$ cat src/rtl/wb_pkg.sv
// Shared types and helpers for the ofmap writeback block.
package wb_pkg;

    typedef enum logic [1:0] {
        IDLE   = 2'd0,
        RUN    = 2'd1,
        DRAIN  = 2'd2,
        FINISH = 2'd3
    } wb_state_t;

    localparam int unsigned WB_DATA_W = 32;

    // Occupancy counter width: must represent 0..depth inclusive.
    function automatic int unsigned level_w(input int unsigned depth);
        return $clog2(depth) + 1;
    endfunction

endpackage

$ cat src/rtl/wb_fifo.sv
// Flop-based synchronous FIFO with occupancy counter and synchronous clear.
module wb_fifo
    import wb_pkg::*;
#(
    parameter int unsigned DATA_W = WB_DATA_W,
    parameter int unsigned DEPTH  = 16
) (
    input  logic                        clk,
    input  logic                        rst,
    input  logic                        clr,
    input  logic                        push,
    input  logic                        pop,
    input  logic [DATA_W-1:0]           wdata,
    output logic [DATA_W-1:0]           rdata,
    output logic                        full,
    output logic                        empty,
    output logic [level_w(DEPTH)-1:0]   level
);

    localparam int unsigned AW = $clog2(DEPTH);
    localparam int unsigned LW = level_w(DEPTH);

    logic [DATA_W-1:0] mem [DEPTH];
    logic [AW-1:0]     wr_ptr;
    logic [AW-1:0]     rd_ptr;
    logic [LW-1:0]     cnt;

    always_ff @(posedge clk or posedge rst) begin
        if (rst) begin
            wr_ptr <= '0;
            rd_ptr <= '0;
            cnt    <= '0;
            for (int unsigned i = 0; i < DEPTH; i++) begin
                mem[i] <= '0;
            end
        end else if (clr) begin
            wr_ptr <= '0;
            rd_ptr <= '0;
            cnt    <= '0;
        end else begin
            if (push) begin
                mem[wr_ptr] <= wdata;
                wr_ptr      <= wr_ptr + 1'b1;
            end
            if (pop) begin
                rd_ptr <= rd_ptr + 1'b1;
            end
            case ({push, pop})
                2'b10:   cnt <= cnt + 1'b1;
                2'b01:   cnt <= cnt - 1'b1;
                default: cnt <= cnt;
            endcase
        end
    end

    assign rdata = mem[rd_ptr];
    assign full  = (cnt == LW'(DEPTH));
    assign empty = (cnt == '0);
    assign level = cnt;

endmodule

$ cat src/rtl/ofmap_writeback.sv
// Buffers the post-PPU ofmap stream and writes it to DRAM at incrementing
// byte addresses, flagging any word lost to back-pressure.
module ofmap_writeback
    import wb_pkg::*;
#(
    parameter int unsigned DATA_W    = WB_DATA_W,
    parameter int unsigned ADDR_W    = 32,
    parameter int unsigned DEPTH     = 16,
    parameter int unsigned ADDR_STEP = 4
) (
    input  logic                        clk,
    input  logic                        rst,
    input  logic                        start,
    input  logic [ADDR_W-1:0]           base_addr,
    input  logic                        acc_valid,
    input  logic [DATA_W-1:0]           acc_data,
    input  logic                        acc_done,
    output logic                        dram_req,
    output logic [ADDR_W-1:0]           dram_addr,
    output logic [DATA_W-1:0]           dram_wdata,
    input  logic                        dram_gnt,
    output logic [level_w(DEPTH)-1:0]   fifo_level,
    output logic [15:0]                 word_count,
    output logic                        overflow,
    output logic                        wb_done
);

    localparam int unsigned LW = level_w(DEPTH);

    wb_state_t state;
    wb_state_t state_nxt;

    logic start_job;
    logic push_try;
    logic push;
    logic pop;
    logic drop;
    logic fifo_full;
    logic fifo_empty;
    logic drained;

    assign start_job = start && (state == IDLE);
    assign pop       = dram_req && dram_gnt;
    assign push_try  = acc_valid && (state == RUN);
    // A full FIFO still accepts a word when the head leaves on the same edge.
    assign push      = push_try && (!fifo_full || pop);
    assign drop      = (push_try && fifo_full && !pop)
                    || (acc_valid && ((state == DRAIN) || (state == FINISH)));
    assign drained   = fifo_empty || ((fifo_level == LW'(1)) && pop);

    wb_fifo #(
        .DATA_W (DATA_W),
        .DEPTH  (DEPTH)
    ) u_fifo (
        .clk   (clk),
        .rst   (rst),
        .clr   (start_job),
        .push  (push),
        .pop   (pop),
        .wdata (acc_data),
        .rdata (dram_wdata),
        .full  (fifo_full),
        .empty (fifo_empty),
        .level (fifo_level)
    );

    always_ff @(posedge clk or posedge rst) begin
        if (rst) begin
            state <= IDLE;
        end else begin
            state <= state_nxt;
        end
    end

    always_comb begin
        state_nxt = state;
        case (state)
            IDLE:    if (start)    state_nxt = RUN;
            RUN:     if (acc_done) state_nxt = DRAIN;
            DRAIN:   if (drained)  state_nxt = FINISH;
            FINISH:                state_nxt = IDLE;
            default:               state_nxt = IDLE;
        endcase
    end

    always_comb begin
        dram_req = 1'b0;
        wb_done  = 1'b0;
        case (state)
            RUN, DRAIN: dram_req = !fifo_empty;
            FINISH:     wb_done  = 1'b1;
            default:    ;
        endcase
    end

    always_ff @(posedge clk or posedge rst) begin
        if (rst) begin
            dram_addr  <= '0;
            word_count <= '0;
            overflow   <= 1'b0;
        end else if (start_job) begin
            dram_addr  <= base_addr;
            word_count <= '0;
            overflow   <= 1'b0;
        end else begin
            if (pop) begin
                dram_addr  <= dram_addr + ADDR_W'(ADDR_STEP);
                word_count <= word_count + 16'd1;
            end
            if (drop) begin
                overflow <= 1'b1;
            end
        end
    end

endmodule

$ cat config.mk
export PLATFORM = sky130hd
export DESIGN_NAME = ofmap_writeback
export DESIGN_NICKNAME = d
export VERILOG_FILES = /design/src/rtl/wb_pkg.sv /design/src/rtl/wb_fifo.sv /design/src/rtl/ofmap_writeback.sv
export SDC_FILE = /design/constraint.sdc
export NUM_CORES = 1
export LEC_CHECK = 0
export CORE_ASPECT_RATIO = 0.75
export CORE_MARGIN = 2
export CORE_UTILIZATION = 28
export DETAILED_ROUTE_END_ITERATION = 8
export DONT_BUFFER_PORTS = 1
export SKIP_LAST_GASP = 1
export SYNTH_ARGS = -nofsm -noshare
export SYNTH_HDL_FRONTEND = slang
export SYNTH_SLANG_ARGS = --single-unit
$ cat constraint.sdc
create_clock -name clk -period 26.9 [get_ports clk]
set_input_delay 8.07 -clock clk [delete_from_list [all_inputs] [get_ports clk]]
set_output_delay 8.07 -clock clk [all_outputs]
set_load 0.01 [all_outputs]
=== Word-level counts from Yosys, hierarchy flattened ===
Cells that the tools add are included.

* Flip-flop bits (word level): 576
* Bits of input ports: 70

* Equality and inequality tests: 10
* Reduce and logical (&&, ||, !) cells: 25
* Order comparisons: 3
* Muxes and demuxes: 24
* Bitwise operators: 3
* Add/sub/neg operators: 6

{| class="wikitable"
|+ Operators by type and width
! operator !! count
|-
| bitwise mux 512 bit || 1
|-
| two-way mux 32 bit || 5
|-
| binary-select mux 32 bit (select 4 bit) || 1
|-
| demux 32 bit (select 4 bit) || 1
|-
| adder 32 x 3 -> 32 bit, second input constant || 1
|-
| two-way mux 16 bit || 2
|-
| adder 16 x 1 -> 16 bit, second input constant || 1
|-
| two-way mux 4 bit || 4
|-
| greater-or-equal comparator 5 bit, second input constant || 2
|-
| NOT 4 -> 5 bit || 2
|-
| one-hot mux 5 bit (2 select lines) || 1
|-
| logical AND 1 bit || 9
|-
| adder 4 x 1 -> 4 bit, second input constant || 2
|-
| one-hot mux 2 bit (4 select lines) || 1
|-
| == test 2 bit, second input constant || 3
|-
| two-way mux 2 bit || 3
|-
| inequality test 2 bit, second input constant || 3
|-
| nonzero test 2 bit || 3
|-
| adder 5 x 1 -> 5 bit, second input constant || 1
|-
| == test 5 x 1 -> 1 bit, second input constant || 1
|-
| == test 5 bit, second input constant || 1
|-
| logical NOT 5 bit || 1
|-
| less-than comparator 5 x 1 -> 1 bit, second input constant || 1
|-
| two-way mux 5 bit || 1
|-
| 11 further kinds || 20
|}

=== Longest topological paths before layout ===
* Depth in word-level cells: 9
* Gate-level depth with buffers: 8

=== Cells and area by module ===
From an unflattened synthesis, not the netlist that was laid out.

* Cells, all modules: 1724
* Area, all modules: 26521.7 um^2

{| class="wikitable"
|+ Modules (own cells, without submodules)
! module !! cells an instance !! times used !! area an instance (um^2)
|-
| wb_fifo || 1404 || 1 || 23684.0
|-
| ofmap_writeback || 320 || 1 || 2837.7
|}

=== Worst setup path after synthesis ===
No wires, ideal clock.

* Kind: register to output
* Start point: reg u_fifo.rd_ptr[0]
* End point: out dram_wdata[13]
* Setup slack: 16736 ps
* Stages on the path, launching flop included: 7
* Data required time: 18830 ps
* Arrival time: 2094 ps
* Path through: dfrtp_1 -> clkbuf_1 -> buf_2 -> buf_2 -> buf_1 -> mux4_2 -> mux4_2

* Cells in the longest elaborated chain, start to end: 4

{| class="wikitable"
|+ RTL lines
! element !! RTL line !! RTL
|-
| start, declared || wb_fifo.sv:25 || <nowiki>logic [AW-1:0] rd_ptr;</nowiki>
|-
| start signal, assigned || wb_fifo.sv:46 || <nowiki>rd_ptr <= rd_ptr + 1'b1;</nowiki>
|-
| NOT 4 -> 5 bit (not written as such) || wb_fifo.sv:56 || <nowiki>assign rdata = mem[rd_ptr];</nowiki>
|-
| binary-select mux 32 bit (select 4 bit) || wb_fifo.sv:56 ||
|-
| two-way mux 32 bit (not written as such) (2 in series) || wb_fifo.sv:56 ||
|-
| end, declared || ofmap_writeback.sv:20 || <nowiki>output logic [DATA_W-1:0] dram_wdata,</nowiki>
|}

No other way between the ends. The select of a mux whose other input is x is not followed.

=== Worst setup path after layout ===
* Start point: reg u_fifo.rd_ptr[1]
* End point: out dram_wdata[11]

Same word-level chain as after synthesis.

==> results.yml <==
die:
  coreArea_um2: 95200
  dieWidth_um: 361
  row_count: 98
  die-height_um: 272
  start_util: 0.282
  dieArea_um2: 98300
  io_pins: 158
logic_synthesis:
  synth_edf_count: 0
  yosysWarnings: 0
  yosys.cell_types.count: 57
  ys_seq_area_frac: 0.538
  synth.avg_cell_area_um2: 15.2
  ys_seq_elements: 576
  async_reset_ff_frac: 1.00
  synth_top_area_frac: 0.538
  synth_top_flop_cell: "dfrtp_1"
  synth_most_common_cell: "dfrtp_1"
  postSynthCellCount: 1765
  synth_nets: 1851
  yosys-top-cells-area: "dfrtp_1 (54%), mux2_2 (21%), mux4_2 (13%)"
  yosysTopAreaCell: "dfrtp_1"
  synth_common_cells: "dfrtp_1 (576), mux2_2 (490), mux4_2 (160), clkbuf_1 (68), buf_2 (66)"
  synth_area_um2: 26800
setup_path:
  cp.required_ps: 18830
  crit_path_end_kind: "output port"
  startpoint_type: "register"
  ff2ff_path_depth: 6
  path_class: "register to output port"
  crit_fanout: 48
  critical_path_arrival_ps: 4200
cts:
  cts_max_level: 3
  clkTransAtPathRegs_ps: 60
  post_cts_resized: 0
  cts_setup_buffers: 0
  clk_latency_ps: 610
  cts_max_path_buffers: 3
  clock-sinks: 576
  cts_root_buffer: "clkbuf_16"
  numCtsBuffers: 66
  cts_tree: "yes"
  ctsHoldBuffers: 0
power:
  vdd_drop_max_v: 0.0000473
  p_leak_uw: 0.0135
  power_density_nw_per_um2: 91.1
detailed_routing:
  postRouteAntennaNets: 0
  viasPerCell: 5.13
  dr_total_vias: 15500
  dr.pass1.iters: 5
  routed_wl_um: 70800
  drc: 0
  wl_per_cell_um: 23.5
  dr.first_iter.drc_count: 1068
cells_and_area:
  drive_above_1_share: 0.467
  layout-area-overhead-vs-synth_pct: 13.0
  fin_util: 0.318
  insertedDiodeCount: 0
  layout.nets: 1801
flow_run:
  maxCapViolations: 0
sta:
  holdWs_ps: 483
  drv_slew: 0
  finalCritPeriodShare: 0.456
  fmax_mhz: 81.5
  fin_tns_setup_ps: 0
  tightest_slew_ps: 1120
  maxSlewHeadroom: 0.251
  hold_viol_final: 0
  clock_skew_ps: 25.3
  rsz0062_at_grt: "no"
  setup_viol: 0
  fin_crit_ps: 12270
grt:
  antenna_found_initial: 0
  grt_overflow_total: 0
  grt_first_pass_wirelength_um: 108000
  grt_pass1_vias: 16700
  grtUsageTotal: 0.145
  grt_max_degree: 92
placement:
  dpl.hpwl_um: 39900
  numPortBuffers: 0
  gp_congestion: 0.771
hold_path:
  hold_path.class: "register to register"
  holdPathStages: 1
run_status:
  status: "finished clean"
cells by family (layout without fill, tap and decap cells):
group | after synthesis | count (layout) | synth area share
multiplexers | 680 | 680 | 0.353
AND/OR/NAND/NOR | 221 | 221 | 0.0454
flip-flops | 576 | 576 | 0.538
XOR/XNOR | 20 | 20 | 0.00653
buffers and inverters | 164 | 160 | 0.0263
AO/OA/AOI/OAI | 88 | 88 | 0.0240
adder cells (fa/ha/maj) | 16 | 16 | 0.00747
registers in the layout, summed over array words and instances, names as in the netlist:
signal         flops
u_fifo.rd_ptr      4
u_fifo.wr_ptr      4
u_fifo.mem       512
state              2
word_count        16
u_fifo.level       5
dram_addr         32
overflow           1
report_power, final:
part	internal [uW]	leakage, uW	switching [uW]
logic	337	0.00465	331
registers	1010	0.00778	165
clock network	547	0.00108	368
stage by stage:
step	cells	setup slack, ps	power, uW	cell area (um2)
after global routing	3011	14410	2910	30300
after global placement	2897	15230	1840	28100
after detailed placement	2897	15180	1870	28100
after CTS	3011	14500	2800	30300
final	3011	14630	2760	30300
after floorplan	1765	2720	1680	26800
cells in the final DEF, fill, tap and decap left out, types with 4 or more instances in the layout:
cell type / instances
nor3_4: 4
mux4_2: 160
o41ai_1: 4
nor3_1: 9
o31ai_1: 15
dfrtp_1: 572
bufinv_16: 5
and3_1: 4
clkinv_2: 7
o2111ai_2: 4
mux2_1: 24
nand2_1: 40
nand3_1: 26
and4_1: 8
nand2b_1: 4
nor4_1: 6
clkbuf_8: 12
o21ai_0: 13
ha_1: 16
or4_1: 18
and2_1: 5
or3_1: 5
nor2_1: 43
clkbuf_16: 68
mux2_2: 490
a21oi_1: 9
nand4_1: 16
clkbuf_1: 13
nand2_4: 4
o211ai_1: 4
xor2_1: 8
buf_4: 31
nor2_4: 8
mux2i_1: 6
xnor2_1: 12
inv_6: 4
inv_1: 14
a31oi_1: 19
critical path, cell delays in order, from the launching register on:
cell and delay [ps]:
dfrtp_4 930, buf_4 660, buf_4 760, mux4_2 610, mux4_2 540
final timing paths:
path	startpoint	endpoint	slack, ps
hold reg to reg	u_fifo.mem[353]	u_fifo.mem[353]	480
max in group asynchronous	rst	u_fifo.mem[271]	16250
min in group asynchronous	rst	u_fifo.mem[97]	7390
setup reg to reg	state[0]	u_fifo.mem[43]	23030
setup / recovery	u_fifo.rd_ptr[1]	dram_wdata[11]	14630
hold / removal	u_fifo.mem[353]	u_fifo.mem[353]	480
cell type report:
| cell class | count | area, um2 |
|---|---|---|
| flip-flops and latches | 576 | 14400 |
| clock buffers | 93 | 1920 |
| well taps | 1250 | 1560 |
| multi-input cells | 1025 | 11800 |
| fillers | 9160 | 64900 |
| repair buffers | 31 | 233 |
| clock inverters | 21 | 287 |
| inverters | 15 | 63.8 |
metal layers:
metal	wire, um	GRT usage	vias up
met5	0	0	-
met4	1690	0.0432	0
met3	4620	0.0419	108
met2	33600	0.234	378
met1	30900	0.188	8424
li1	-	-	6545
Note: power is estimated with default switching activity, not from simulation.
